==> src/rtl/pll_lock_supervisor.sv <==
// PLL supervisor: drives the PLL reset, qualifies lock with a debounce window and a timeout,
// releases the downstream domain resets one by one, and restarts the PLL on loss of lock.
module pll_lock_supervisor #(
  parameter int N_CH         = 2,
  parameter int RST_PULSE    = 16,
  parameter int LOCK_TIMEOUT = 20000,
  parameter int LOCK_STABLE  = 200,
  parameter int STAGGER      = 8,
  parameter int MAX_RETRY    = 3,
  parameter int CNT_W        = 16
) (
  input  logic            clki_i,
  input  logic            rst_i,
  input  logic            lock_i,
  input  logic            retry_req_i,
  output logic            pll_rst_o,
  output logic [N_CH-1:0] rst_out_o,
  output logic            ready_o,
  output logic            fault_o,
  output logic [7:0]      lol_cnt_o,
  output logic [2:0]      state_o
);

  typedef enum logic [2:0] {
    S_RESET   = 3'd0,
    S_WAIT    = 3'd1,
    S_STABLE  = 3'd2,
    S_RELEASE = 3'd3,
    S_RUN     = 3'd4,
    S_FAULT   = 3'd5
  } state_e;

  localparam logic [CNT_W-1:0] ONE_C       = CNT_W'(1);
  localparam logic [CNT_W-1:0] ZERO_C      = CNT_W'(0);
  localparam logic [CNT_W-1:0] PULSE_LAST  = CNT_W'(RST_PULSE - 1);
  localparam logic [CNT_W-1:0] TIMEOUT_C   = CNT_W'(LOCK_TIMEOUT);
  localparam logic [CNT_W-1:0] STABLE_LAST = CNT_W'(LOCK_STABLE - 1);
  localparam logic [CNT_W-1:0] REL_END     = CNT_W'(N_CH * STAGGER);
  localparam logic [7:0]       RETRY_MAX   = 8'(MAX_RETRY);

  logic             sync1_q;
  logic             sync2_q;
  logic             lock_s;
  state_e           state_q,   state_d;
  logic [CNT_W-1:0] pulse_q,   pulse_d;
  logic [CNT_W-1:0] timer_q,   timer_d;
  logic [CNT_W-1:0] stable_q,  stable_d;
  logic [CNT_W-1:0] rel_q,     rel_d;
  logic [7:0]       retry_q,   retry_d;
  logic [7:0]       lol_q,     lol_d;
  logic             pll_rst_q, pll_rst_d;
  logic [N_CH-1:0]  rst_out_q, rst_out_d;
  logic             ready_q,   ready_d;
  logic             fault_q,   fault_d;
  logic [CNT_W-1:0] timer_inc_s;
  logic             timeout_s;
  logic             retry_ok_s;
  logic [7:0]       lol_inc_s;

  assign lock_s      = sync2_q;
  assign timer_inc_s = timer_q + ONE_C;
  assign timeout_s   = (timer_inc_s == TIMEOUT_C);
  assign retry_ok_s  = ((retry_q + 8'd1) < RETRY_MAX);
  assign lol_inc_s   = (lol_q == 8'hFF) ? lol_q : (lol_q + 8'd1);

  // Two-flop synchroniser for the asynchronous PLL lock.
  always_ff @(posedge clki_i or posedge rst_i) begin
    if (rst_i) begin
      sync1_q <= 1'b0;
      sync2_q <= 1'b0;
    end else begin
      sync1_q <= lock_i;
      sync2_q <= sync1_q;
    end
  end

  // Next-state and counter logic; the timeout timer spans WAIT and STABLE so chatter cannot reset it.
  always_comb begin
    state_d  = state_q;
    pulse_d  = ZERO_C;
    timer_d  = timer_q;
    stable_d = ZERO_C;
    rel_d    = ZERO_C;
    retry_d  = retry_q;
    lol_d    = lol_q;
    case (state_q)
      S_RESET: begin
        timer_d = ZERO_C;
        if (pulse_q == PULSE_LAST) begin
          state_d = S_WAIT;
        end else begin
          pulse_d = pulse_q + ONE_C;
        end
      end
      S_WAIT: begin
        timer_d = timer_inc_s;
        if (timeout_s) begin
          if (retry_ok_s) begin
            retry_d = retry_q + 8'd1;
            state_d = S_RESET;
          end else begin
            state_d = S_FAULT;
          end
        end else if (lock_s) begin
          state_d = S_STABLE;
        end else begin
          state_d = S_WAIT;
        end
      end
      S_STABLE: begin
        timer_d = timer_inc_s;
        // Stable completion takes priority over a coincident timeout.
        if (lock_s && (stable_q == STABLE_LAST)) begin
          state_d = S_RELEASE;
        end else if (timeout_s) begin
          if (retry_ok_s) begin
            retry_d = retry_q + 8'd1;
            state_d = S_RESET;
          end else begin
            state_d = S_FAULT;
          end
        end else if (lock_s) begin
          stable_d = stable_q + ONE_C;
        end else begin
          state_d = S_WAIT;
        end
      end
      S_RELEASE: begin
        if (!lock_s) begin
          lol_d   = lol_inc_s;
          state_d = S_RESET;
        end else if (rel_q == REL_END) begin
          retry_d = 8'd0;
          state_d = S_RUN;
        end else begin
          rel_d = rel_q + ONE_C;
        end
      end
      S_RUN: begin
        if (!lock_s) begin
          lol_d   = lol_inc_s;
          state_d = S_RESET;
        end else begin
          state_d = S_RUN;
        end
      end
      S_FAULT: begin
        if (retry_req_i) begin
          retry_d = 8'd0;
          state_d = S_RESET;
        end else begin
          state_d = S_FAULT;
        end
      end
      default: begin
        state_d = S_RESET;
      end
    endcase
  end

  // Output values for the state being entered, so every output is a plain register.
  always_comb begin
    pll_rst_d = (state_d == S_RESET) || (state_d == S_FAULT);
    ready_d   = (state_d == S_RUN);
    fault_d   = (state_d == S_FAULT);
    rst_out_d = {N_CH{1'b1}};
    for (int i = 0; i < N_CH; i++) begin
      if (state_d == S_RELEASE) begin
        rst_out_d[i] = (rel_d < CNT_W'((i + 1) * STAGGER));
      end else begin
        rst_out_d[i] = (state_d != S_RUN);
      end
    end
  end

  // State, counters and registered outputs.
  always_ff @(posedge clki_i or posedge rst_i) begin
    if (rst_i) begin
      state_q   <= S_RESET;
      pulse_q   <= ZERO_C;
      timer_q   <= ZERO_C;
      stable_q  <= ZERO_C;
      rel_q     <= ZERO_C;
      retry_q   <= 8'd0;
      lol_q     <= 8'd0;
      pll_rst_q <= 1'b1;
      rst_out_q <= {N_CH{1'b1}};
      ready_q   <= 1'b0;
      fault_q   <= 1'b0;
    end else begin
      state_q   <= state_d;
      pulse_q   <= pulse_d;
      timer_q   <= timer_d;
      stable_q  <= stable_d;
      rel_q     <= rel_d;
      retry_q   <= retry_d;
      lol_q     <= lol_d;
      pll_rst_q <= pll_rst_d;
      rst_out_q <= rst_out_d;
      ready_q   <= ready_d;
      fault_q   <= fault_d;
    end
  end

  assign pll_rst_o = pll_rst_q;
  assign rst_out_o = rst_out_q;
  assign ready_o   = ready_q;
  assign fault_o   = fault_q;
  assign lol_cnt_o = lol_q;
  assign state_o   = state_q;

endmodule

==> config.mk <==
export PLATFORM = sky130hd
export DESIGN_NAME = pll_lock_supervisor
export DESIGN_NICKNAME = d
export VERILOG_FILES = /design/src/rtl/pll_lock_supervisor.sv
export SDC_FILE = /design/constraint.sdc
export NUM_CORES = 1
export LEC_CHECK = 0
export ABC_CLOCK_PERIOD_IN_PS = 3450
export CORE_MARGIN = 10
export CORE_UTILIZATION = 45
export CTS_BUF_LIST = sky130_fd_sc_hd__clkbuf_8
export CTS_CLUSTER_DIAMETER = 60
export DETAILED_ROUTE_END_ITERATION = 8
export HOLD_SLACK_MARGIN = 0.15
export PLACE_DENSITY_LB_ADDON = 0.05
export SETUP_SLACK_MARGIN = 0.02
export SYNTH_ARGS = -nofsm -noshare
export SYNTH_HDL_FRONTEND = slang
export SYNTH_SLANG_ARGS = --single-unit
export TNS_END_PERCENT = 1
==> constraint.sdc <==
create_clock -name clki_i -period 3.45 [get_ports clki_i]
set_input_delay 0.8625 -clock clki_i [delete_from_list [all_inputs] [get_ports clki_i]]
set_output_delay 0.8625 -clock clki_i [all_outputs]
set_load 0.02 [all_outputs]
==> results.md <==
- Layout area overhead: 11.0%
- Width of the die: roughly 120 um
- Number of synthesized flops with an enable pin: 0
- Number of DRC violations after detailed routing: 0
- Synth async-reset ratio: 100%
- Flops & latches, synth: 90
- Worst clock skew on the final layout: approximately 14 ps
- Violation count after the first detailed-route iteration: roughly 220
- Number of hold-repair buffers added at the cts stage: 0
- Most common library cell in the layout ignoring fill and taps: dfrtp_1
- Worst-path cell chain: ha_1, nand4_1, nor3_1, a31o_1, nand4_1, o31ai_4, mux2_4
- Sequential area share after synthesis: a little under half
- Total leakage power: roughly 2.3 nW
- Total number of H-tree levels: 3
- Worst setup path class: reg2reg
- Post-cts sizing count: 0
- Commonest cells after routing, fill and taps aside: dfrtp_1 (87), nor2_1 (67), nand2_1 (60), xnor2_1 (32), o21ai_0 (31)
- Vias in the first global route: ~3500
- DRT Pass-1 Iters: 4
- CTS Root Cell: clkbuf_8
- Setup repair after global routing missed its margin: no
- Final period demand of the worst path: 2790 ps
- Slowest cell on the critical path: dfrtp_1
- Period Utilization, post-route: approximately four fifths
- Utilization after layout: between 50 and 60%
- Headroom to the max-slew limit: 46.2%
- Count of nets left with antenna violations after detail routing: 0
- Highest clock frequency the design can meet: approximately 360 MHz
- Net count after synthesis: ~530
- Max rail drop VDD: 0.000212 V
- Num ports: 20
- Slew at the pin closest to its max-slew limit: about 810 ps
- Total Negative Setup Slacks: 0 ps
- Longest individual stage delay on the worst path: roughly 500 ps
- Count of warnings emitted by yosys: 0
- Gpl congestion: between 0.8 and 0.9
- Leftover overflow at the end of global routing: 0
- First-pass GRT wire length: between 15 and 20 mm
- Later-pin clock latency in the skew report: 370 ps
- Pin count of the biggest net entering global routing: between 40 and 50
- Initial core utilization: 46.5%
- Total number of vias: approximately 3600
- CTS tree: done
- Power per cell area: between 400 and 500 mW/mm2
- PortBufs: 19
- Count of antenna diodes in the layout: 0
- Share of cells above drive strength 1: ~7.6%
- Result of the run: completed
- Hold Crit Class: reg2reg
- Post-synthesis instance area: around 0.0048 mm2
- Detailed-route vias per instance: 5.32
- Endpoints failing hold: 0
- Cell Rows: 37
- Total half-perimeter wirelength after legalization and detailed placement: slightly below 7 mm
- Top Family by Delay on Critical Path: simple AND/OR/NAND/NOR gates
- Number of distinct library cell variants in the gate-level netlist after synthesis: a little over 60
- Net total in the final layout: approximately 540
- Count of buffers added by post-CTS timing repair for setup: 0
- Maximum capacitance violations: 0
- Final routed wirelength across all metal layers: 9.90 mm
- Category of the worst setup path capture point: flop
- Mean Syn Cell Area: ~9.4 um2
- Data required time of the worst path: 3720 ps
- Cell seen most often among critical-path stages: nand4_1
- Total count of max-transition violations in the final report: 0
- Num CTS Buffers: 9
- Die Footprint: about 0.015 mm2
- Final setup viols: 0
- Data arrival time at the worst-slack endpoint: ~3100 ps
- Crit-path max FO: 8
- Gate count of the mapped netlist: about 520
- Total buffers and inverters traversed by the critical path: 0
- Initial antenna violation count: 0
- Top_reg_cell synth: dfrtp_1
- Total global routing track utilization: between 10% and 20%
- Total number of clock tree sinks: 90
- Buffer depth of the longest clock path: 2
- Final routed wire length divided by cell count: between 10 and 15 um
- Worst-path clk slew: around 100 ps
- Placeable core region: between 0.01 and 0.015 mm2
- Startpoint type of the worst setup path: flop
- Vertical extent of the die: 124 um
synth_stat cells (6+ instances only):
cell type,count,area [um2]
and2b_1,6,45.0
o21ai_0,31,155
ha_1,9,113
nand3_1,26,130
nand2b_1,6,37.5
nor4_1,14,87.6
nor4b_1,6,52.6
and3_1,15,93.8
nor2_1,67,251
xor2_1,25,219
clkbuf_1,15,56.3
dfrtp_1,87,2180
xnor2_1,32,280
inv_1,13,48.8
a21oi_1,8,40.0
nand4_1,12,75.1
nor3_1,16,80.1
nand2_1,60,225
per-layer routing:
layer	share of wire (%)	routed length, um	global-route usage (%)
met1	50	4900	18.8
met2	47	4670	21.1
met3	2.1	203	3.26
met4	1.2	119	4.95
met5	0	0	0
worst register-to-register path, stage by stage, from the launching register on:
cell     delay, ps
dfrtp_1        500
ha_1           300
nand4_1        190
nor3_1         410
a31o_1         310
nand4_1        200
o31ai_4        440
mux2_4         340
logic make-up (layout without fill, tap and decap cells):
logic type / Yosys count / count (layout) / synth area share, %
AO/OA/AOI/OAI: 69 / 69 / 9.47
multiplexers: 5 / 5 / 1.26
buffers and inverters: 33 / 53 / 2.71
adder cells (fa/ha/maj): 9 / 9 / 2.32
AND/OR/NAND/NOR: 253 / 253 / 27.4
XOR/XNOR: 57 / 57 / 10.3
flip-flops: 90 / 90 / 46.5
flip-flops by register name, summed over array words and instances (netlist names):
| name | cells |
|---|---|
| ready_o | 1 |
| fault_o | 1 |
| retry_q | 8 |
| rel_q | 16 |
| state_o | 3 |
| lock_s | 1 |
| timer_q | 16 |
| pll_rst_o | 1 |
| lol_cnt_o | 8 |
| sync1_q | 1 |
| pulse_q | 16 |
| stable_q | 16 |
| rst_out_o | 2 |
layout make-up:
class	count	area [um2]
Multi-Input combinational cell	393	2460
Timing Repair Buffer	23	233
Clock buffer	10	138
Tap cell	136	170
Fill cell	976	5030
Clock inverter	6	72.6
Sequential cell	90	2260
Inverter	14	53.8
final timing paths:
kind                             from         end  slack, ps  depth (start not counted)
setup / recovery           timer_q[0]  retry_q[0]        660                          7
hold / removal                sync1_q      lock_s        360                          0
setup reg to reg           timer_q[0]  retry_q[0]        660                          7
hold reg to reg               sync1_q      lock_s        360                          0
max in group asynchronous       rst_i  pulse_q[5]       1830                          3
min in group asynchronous       rst_i  timer_q[1]        940                          2
per-stage QoR:
stage	area, um2	worst slack [ps]	total power, mW	hold slack [ps]	instances
after floorplan	4850	257	1.58	331	516
after detailed placement	5170	683	1.73	339	656
after global routing	5380	419	2.63	364	672
after CTS	5380	657	2.51	361	672
final	5380	663	2.48	358	672
after global placement	5170	792	1.72	337	656
where the power goes:
group	leakage (nW)	switching, mW	internal [mW]
sequential	1.23	0.0778	1.12
clock	0.104	0.415	0.364
combinational	0.933	0.315	0.187
total	2.27	0.808	1.67
(Power assumes the default switching activity.)
